### src/rtl/rob_commit.sv
// Reorder buffer: in-order commit of out-of-order completions.
// Redirecting entries flush all younger work when they retire.
module rob_commit #(
    parameter int DEPTH    = 8,
    parameter int WIDTH    = 32,
    parameter int ADDR_LEN = 32,
    parameter int TAG_W    = $clog2(DEPTH)
) (
    input  logic                clk,
    input  logic                reset,
    input  logic                alloc_valid,
    output logic                alloc_ready,
    input  logic [4:0]          alloc_rd_addr,
    input  logic                alloc_rf_w_en,
    input  logic [ADDR_LEN-1:0] alloc_pc,
    output logic [TAG_W-1:0]    alloc_tag,
    input  logic                cmpl_valid,
    input  logic [TAG_W-1:0]    cmpl_tag,
    input  logic [WIDTH-1:0]    cmpl_data,
    input  logic                cmpl_redirect,
    input  logic [ADDR_LEN-1:0] cmpl_target,
    input  logic [4:0]          src1_addr,
    input  logic [4:0]          src2_addr,
    output logic                src1_hit,
    output logic                src1_ready,
    output logic [WIDTH-1:0]    src1_data,
    output logic [TAG_W-1:0]    src1_tag,
    output logic                src2_hit,
    output logic                src2_ready,
    output logic [WIDTH-1:0]    src2_data,
    output logic [TAG_W-1:0]    src2_tag,
    output logic                commit_valid,
    output logic [4:0]          commit_rd_addr,
    output logic                commit_rf_w_en,
    output logic [WIDTH-1:0]    commit_data,
    output logic [ADDR_LEN-1:0] commit_pc,
    output logic                flush_o,
    output logic [ADDR_LEN-1:0] flush_target,
    output logic [TAG_W:0]      count,
    output logic                empty,
    output logic                full
);

    localparam logic [TAG_W:0] FULL_C = (TAG_W+1)'(DEPTH);

    logic [DEPTH-1:0]    valid_q;
    logic [DEPTH-1:0]    done_q;
    logic [DEPTH-1:0]    redir_q;
    logic [DEPTH-1:0]    wen_q;
    logic [4:0]          rd_q   [DEPTH];
    logic [ADDR_LEN-1:0] pc_q   [DEPTH];
    logic [ADDR_LEN-1:0] tgt_q  [DEPTH];
    logic [WIDTH-1:0]    data_q [DEPTH];

    logic [TAG_W-1:0] head_q, head_d;
    logic [TAG_W-1:0] tail_q, tail_d;
    logic [TAG_W:0]   count_q, count_d;

    logic alloc_fire;
    logic cmpl_fire;
    logic [TAG_W-1:0] idx;

    assign count       = count_q;
    assign empty       = (count_q == '0);
    assign full        = (count_q == FULL_C);
    assign alloc_tag   = tail_q;

    assign commit_valid = valid_q[head_q] && done_q[head_q];
    assign flush_o      = commit_valid && redir_q[head_q];
    assign alloc_ready  = !full && !flush_o;
    assign alloc_fire   = alloc_valid && alloc_ready;
    // A flush drops any completion arriving in the same cycle.
    assign cmpl_fire    = cmpl_valid && valid_q[cmpl_tag]
                       && !done_q[cmpl_tag] && !flush_o;

    assign commit_rd_addr = commit_valid ? rd_q[head_q] : '0;
    assign commit_rf_w_en = commit_valid && wen_q[head_q]
                         && (rd_q[head_q] != 5'd0);
    assign commit_data    = commit_valid ? data_q[head_q] : '0;
    assign commit_pc      = commit_valid ? pc_q[head_q] : '0;
    assign flush_target   = flush_o ? tgt_q[head_q] : '0;

    // Pointer and occupancy next-state.
    always_comb begin
        head_d  = head_q;
        tail_d  = tail_q;
        count_d = count_q;
        if (flush_o) begin
            head_d  = '0;
            tail_d  = '0;
            count_d = '0;
        end else begin
            if (commit_valid)
                head_d = head_q + TAG_W'(1);
            if (alloc_fire)
                tail_d = tail_q + TAG_W'(1);
            if (alloc_fire && !commit_valid)
                count_d = count_q + (TAG_W+1)'(1);
            else if (!alloc_fire && commit_valid)
                count_d = count_q - (TAG_W+1)'(1);
        end
    end

    // Operand lookup: scan oldest to youngest so the last match wins.
    always_comb begin
        idx        = '0;
        src1_hit   = 1'b0;
        src1_tag   = '0;
        src2_hit   = 1'b0;
        src2_tag   = '0;
        for (int i = 0; i < DEPTH; i++) begin
            idx = head_q + TAG_W'(i);
            if (valid_q[idx] && wen_q[idx] && (src1_addr != 5'd0)
                && (rd_q[idx] == src1_addr)) begin
                src1_hit = 1'b1;
                src1_tag = idx;
            end
            if (valid_q[idx] && wen_q[idx] && (src2_addr != 5'd0)
                && (rd_q[idx] == src2_addr)) begin
                src2_hit = 1'b1;
                src2_tag = idx;
            end
        end
        src1_ready = src1_hit && done_q[src1_tag];
        src2_ready = src2_hit && done_q[src2_tag];
        src1_data  = src1_ready ? data_q[src1_tag] : '0;
        src2_data  = src2_ready ? data_q[src2_tag] : '0;
    end

    // Entry state: allocate at tail, complete by tag, retire at head.
    always_ff @(posedge clk or negedge reset) begin
        if (!reset) begin
            head_q  <= '0;
            tail_q  <= '0;
            count_q <= '0;
            valid_q <= '0;
            done_q  <= '0;
            redir_q <= '0;
            wen_q   <= '0;
            for (int i = 0; i < DEPTH; i++) begin
                rd_q[i]   <= '0;
                pc_q[i]   <= '0;
                tgt_q[i]  <= '0;
                data_q[i] <= '0;
            end
        end else begin
            head_q  <= head_d;
            tail_q  <= tail_d;
            count_q <= count_d;
            if (flush_o) begin
                valid_q <= '0;
            end else begin
                if (alloc_fire) begin
                    valid_q[tail_q] <= 1'b1;
                    done_q[tail_q]  <= 1'b0;
                    redir_q[tail_q] <= 1'b0;
                    wen_q[tail_q]   <= alloc_rf_w_en;
                    rd_q[tail_q]    <= alloc_rd_addr;
                    pc_q[tail_q]    <= alloc_pc;
                end
                if (cmpl_fire) begin
                    done_q[cmpl_tag]  <= 1'b1;
                    redir_q[cmpl_tag] <= cmpl_redirect;
                    data_q[cmpl_tag]  <= cmpl_data;
                    tgt_q[cmpl_tag]   <= cmpl_target;
                end
                if (commit_valid)
                    valid_q[head_q] <= 1'b0;
            end
        end
    end

endmodule

### config.mk
export PLATFORM = sky130hd
export DESIGN_NAME = rob_commit
export DESIGN_NICKNAME = d
export VERILOG_FILES = /design/src/rtl/rob_commit.sv
export SDC_FILE = /design/constraint.sdc
export NUM_CORES = 2
export LEC_CHECK = 0
export CAP_MARGIN = 20
export CORE_UTILIZATION = 60
export CTS_CLUSTER_SIZE = 16
export DETAILED_ROUTE_END_ITERATION = 10
export MAX_ROUTING_LAYER = met4
export PLACE_DENSITY = 0.81
export SYNTH_ARGS = -nofsm -noshare
export SYNTH_HDL_FRONTEND = slang
export SYNTH_SLANG_ARGS = --single-unit
### constraint.sdc
create_clock -name clk -period 8.65 [get_ports clk]
set_input_delay 1.73 -clock clk [delete_from_list [all_inputs] [get_ports clk]]
set_output_delay 1.73 -clock clk [all_outputs]
set_load 0.005 [all_outputs]
==> metrics.md <==
| Metric | Value |
|---|---|
| CTS Buf Count | `90` |
| Clk_lat worst skew | `680 ps` |
| EDFF count, synth | `0` |
| Combinational power share | `51.7%` |
| Area grow syn2layout | `15.40%` |
| Buffers on Ports | `307` |
| Post-Synthesis Cell Area | `0.04716 mm2` |
| GPL Wtd Cong | `0.9849` |
| Initial Util | `60.78%` |
| DRT antenna net count | `0` |
| 1st-iter DRT viols | `3049` |
| Sequential power share | `31.3%` |
| Maxcap violations | `0` |
| Via count | `32580` |
| Hold Buf Count CTS | `0` |
| Slew margin rel. | `18.48%` |
| Worst flop-to-flop path startpoint | `head_q[0]` |
| Reg-to-reg endpoint | `pc_q[88]` |
| PostCTS Resize Cnt | `0` |
| Vias in the first global route | `33200` |
| Crit Path Class | `input port to primary output` |
| Pin count of the biggest net entering global routing | `177` |
| Most common cell in the netlist | `mux2_2` |
| Drt pass-1 iters | `7` |
| Sink Count | `850` |
| Final period util | `96.33%` |
| CTS root buf | `clkbuf_16` |
| DRC | `0` |
| Clock Path Buffers | `3` |
| Final net count | `3937` |
| CTS tree | `yes` |
| Worst-margin pin slew | `1223 ps` |
| Largest cells by area after synthesis | `dfrtp_1 45%, mux2_2 20%, mux4_2 11%` |
| Routed WL per cell | `26.16 um` |
| Min cycle time layout | `8333 ps` |
| Min-Delay Path Depth | `1` |
| Max Slew Vio Count | `0` |
| Switch share | `38.64%` |
| Core Area | `0.07759 mm2` |
| R2R Setup Slk | `2820 ps` |
| Register area share after synthesis | `45.10%` |
| Syn. warnings | `0` |
| Die W | `282.4 um` |
| VDD IR max | `0.3214 mV` |
| Max Fanout on Critical Path | `18` |
| RSZ-0062 raised after global routing | `false` |
| Reg2Reg Depth | `13` |
| Worst hold-check path type | `flop to flop` |
| Outcome | `completed` |
| IO Count | `308` |
| CP required | `6920 ps` |
| Skew final | `59.24 ps` |
| Hold Slack | `499.9 ps` |
| Die Y | `282.4 um` |
| First-pass GRT wire length | `200900 um` |
| Critical-path top delay cell | `clkdlybuf4s50_1` |
| Crit-path cells | `clkdlybuf4s50_1 -> clkinv_1 -> xnor2_1 -> nand4_1 -> or4_1 -> and4b_1 -> nor4b_2 -> nor3_2 -> buf_4 -> nand2b_2 -> buf_4 -> nor2_1 -> a2111oi_2 -> clkdlybuf4s50_1` |
| CP Launch Type | `input port` |
| Hold Path Sink | `pc_q[58]` |
| Final setup vio count | `0` |
| Hold Vio Cnt, Final | `0` |
| Avg Inst Size Synth | `13.10 um2` |
| Post-Route Setup TNS | `0 ps` |
| Congestion Overflow GR | `0` |
| List of most frequent post-synthesis cells | `857 x mux2_2, 850 x dfrtp_1, 332 x mux2i_1` |
| Setup bufs post-CTS | `0` |
| Pleak | `22.14 nW` |
| Hold path startpoint | `pc_q[58]` |
| CTS clk-pin slew, worst paths | `60 ps` |
| Clk pwr share | `16.9%` |
| Pwr dens | `436.0 mW/mm2` |
| Via density | `6.592` |
| FP Rows | `102` |
| Share of the synthesized area in the top cell type | `45.10%` |
| Distinct cells, synth | `83` |
| FF+latch count, synth | `850` |
| H-tree levels | `3` |
| Crit end category | `primary output` |
| Highest clock rate | `120.0 MHz` |
| Cell Int Power | `14.56 mW` |
| Post-DP HPWL | `77270 um` |
| Asr flop ratio synth | `100.0%` |
| Main flop type after synthesis | `dfrtp_1` |
| Layout cells sized above 1 | `36.20%` |
| Worst Path Arrival | `6600 ps` |
| DIE AREA | `0.07972 mm2` |
| Initial antenna violation count | `19` |
| Final wirelength | `129300 um` |
| Synth area leader | `dfrtp_1` |
| Post-synthesis cell count | `3601` |
| Critical path's largest stage delay | `720 ps` |
| GRT Util Overall | `34.03%` |
| Syn_nets | `3731` |
| Net Switching | `9.168 mW` |
## placed cells by master, fill, tap and decap left out, types with 5 or more instances in the layout
cell and count:
mux2_2 857, dfrtp_1 847, mux2i_1 332, nand2_1 323, clkdlybuf4s50_1 305, mux4_2 238
a21oi_1 123, clkbuf_16 92, buf_4 72, nor2_1 68, xnor2_1 45, a22o_1 44
o21ai_0 43, nand3_1 38, xor2_1 32, a32o_1 32, a2111oi_2 31, clkbuf_1 30
nor3_1 22, diode_2 19, inv_1 17, clkinv_2 15, buf_12 15, nand4_1 13
clkbuf_8 13, a22oi_1 11, and3_1 10, o22ai_1 9, o211ai_1 9, bufinv_16 9
and2_1 7, nand2b_1 7, a21o_1 7, ha_1 7, nor2b_1 6, or4_1 5
nor4_1 5, o2111ai_1 5, and4_1 5
## metrics by stage
step	utilization, %	power [mW]	setup slack, ps	instance area [um2]	std cells
after floorplan	-	15.89	1703	47160	3601
after global placement	65.99	19.13	326.5	51200	4754
after detailed placement	66.01	19.47	217.4	51220	4755
after CTS	70.03	23.61	150.9	54340	4924
after global routing	70.14	25.00	89.90	54420	4943
final	70.14	23.73	317.2	54420	4943
## final cells by class
class	instances	area, um2
Clock inverter	34	521.8
Timing Repair Buffer	395	3933
Tap cell	1040	1301
Inverter	26	102.6
Sequential cell	850	21280
Multi-Input combinational cell	2444	24640
Antenna cell	19	47.55
Fill cell	5401	23170
Clock buffer	135	2594
## registers in the layout, indices dropped and copies added (netlist names), 4 cells and up
register  cells
data_q      256
pc_q        256
tgt_q       256
rd_q         40
done_q        8
redir_q       8
valid_q       8
wen_q         8
count         4
## critical path: cells and delay by family
family	cells	cell delay [ps]
compound gates	1	410
xor+xnor	1	260
buf+inv	5	2120
simple gates	7	2070
## per-layer routing
metal / wire, um / vias up / share of wire (%) / GRT usage [%]
met3: 9500 / 303 / 7.3 / 6.418
met4: 4860 / 0 / 3.8 / 13.47
li1: - / 13970 / - / -
met5: 0 / - / 0 / -
met2: 61110 / 1286 / 47 / 51.50
met1: 53840 / 17030 / 42 / 45.66
## how the worst max path moves through the flow
stage                       startpoint       endpoint  depth (start not counted)
final                     src2_addr[2]  src2_data[22]                         14
after floorplan              head_q[1]  src2_data[13]                         23
after detailed placement  src2_addr[0]   src2_data[1]                         14
after global routing         head_q[1]  src2_data[18]                         18
after CTS                    head_q[1]   src2_data[1]                         17
after global placement    src2_addr[0]   src2_data[1]                         14
## kinds of logic (layout without fill, tap and decap cells)
family                     after synthesis  count (layout)  share of synthesized area (%)
muxes                                 1428            1428                          38.90
and+or+nand+nor                        553             553                          5.235
buffers and inverters                  307             590                          2.995
adders and majority gates               10              10                         0.2812
DFF                                    850             850                          45.10
AOI/OAI and AO/OA                      374             374                          5.959
other                                    0              19                              0
xor gates and xnor gates                79              79                          1.523
## power groups by stage
stage / Sequential, mW / Combinational (mW) / Clock (mW)
2_1_floorplan: 6.87 / 9.02 / 0
3_3_place_gp: 7.30 / 11.8 / 0
3_5_place_dp: 7.41 / 12.1 / 0
4_1_cts: 7.38 / 12.2 / 4.07
5_1_grt: 7.68 / 13.1 / 4.25
6_report: 7.44 / 12.3 / 4.02
No activity file was read; power rests on OpenSTA's default activity.
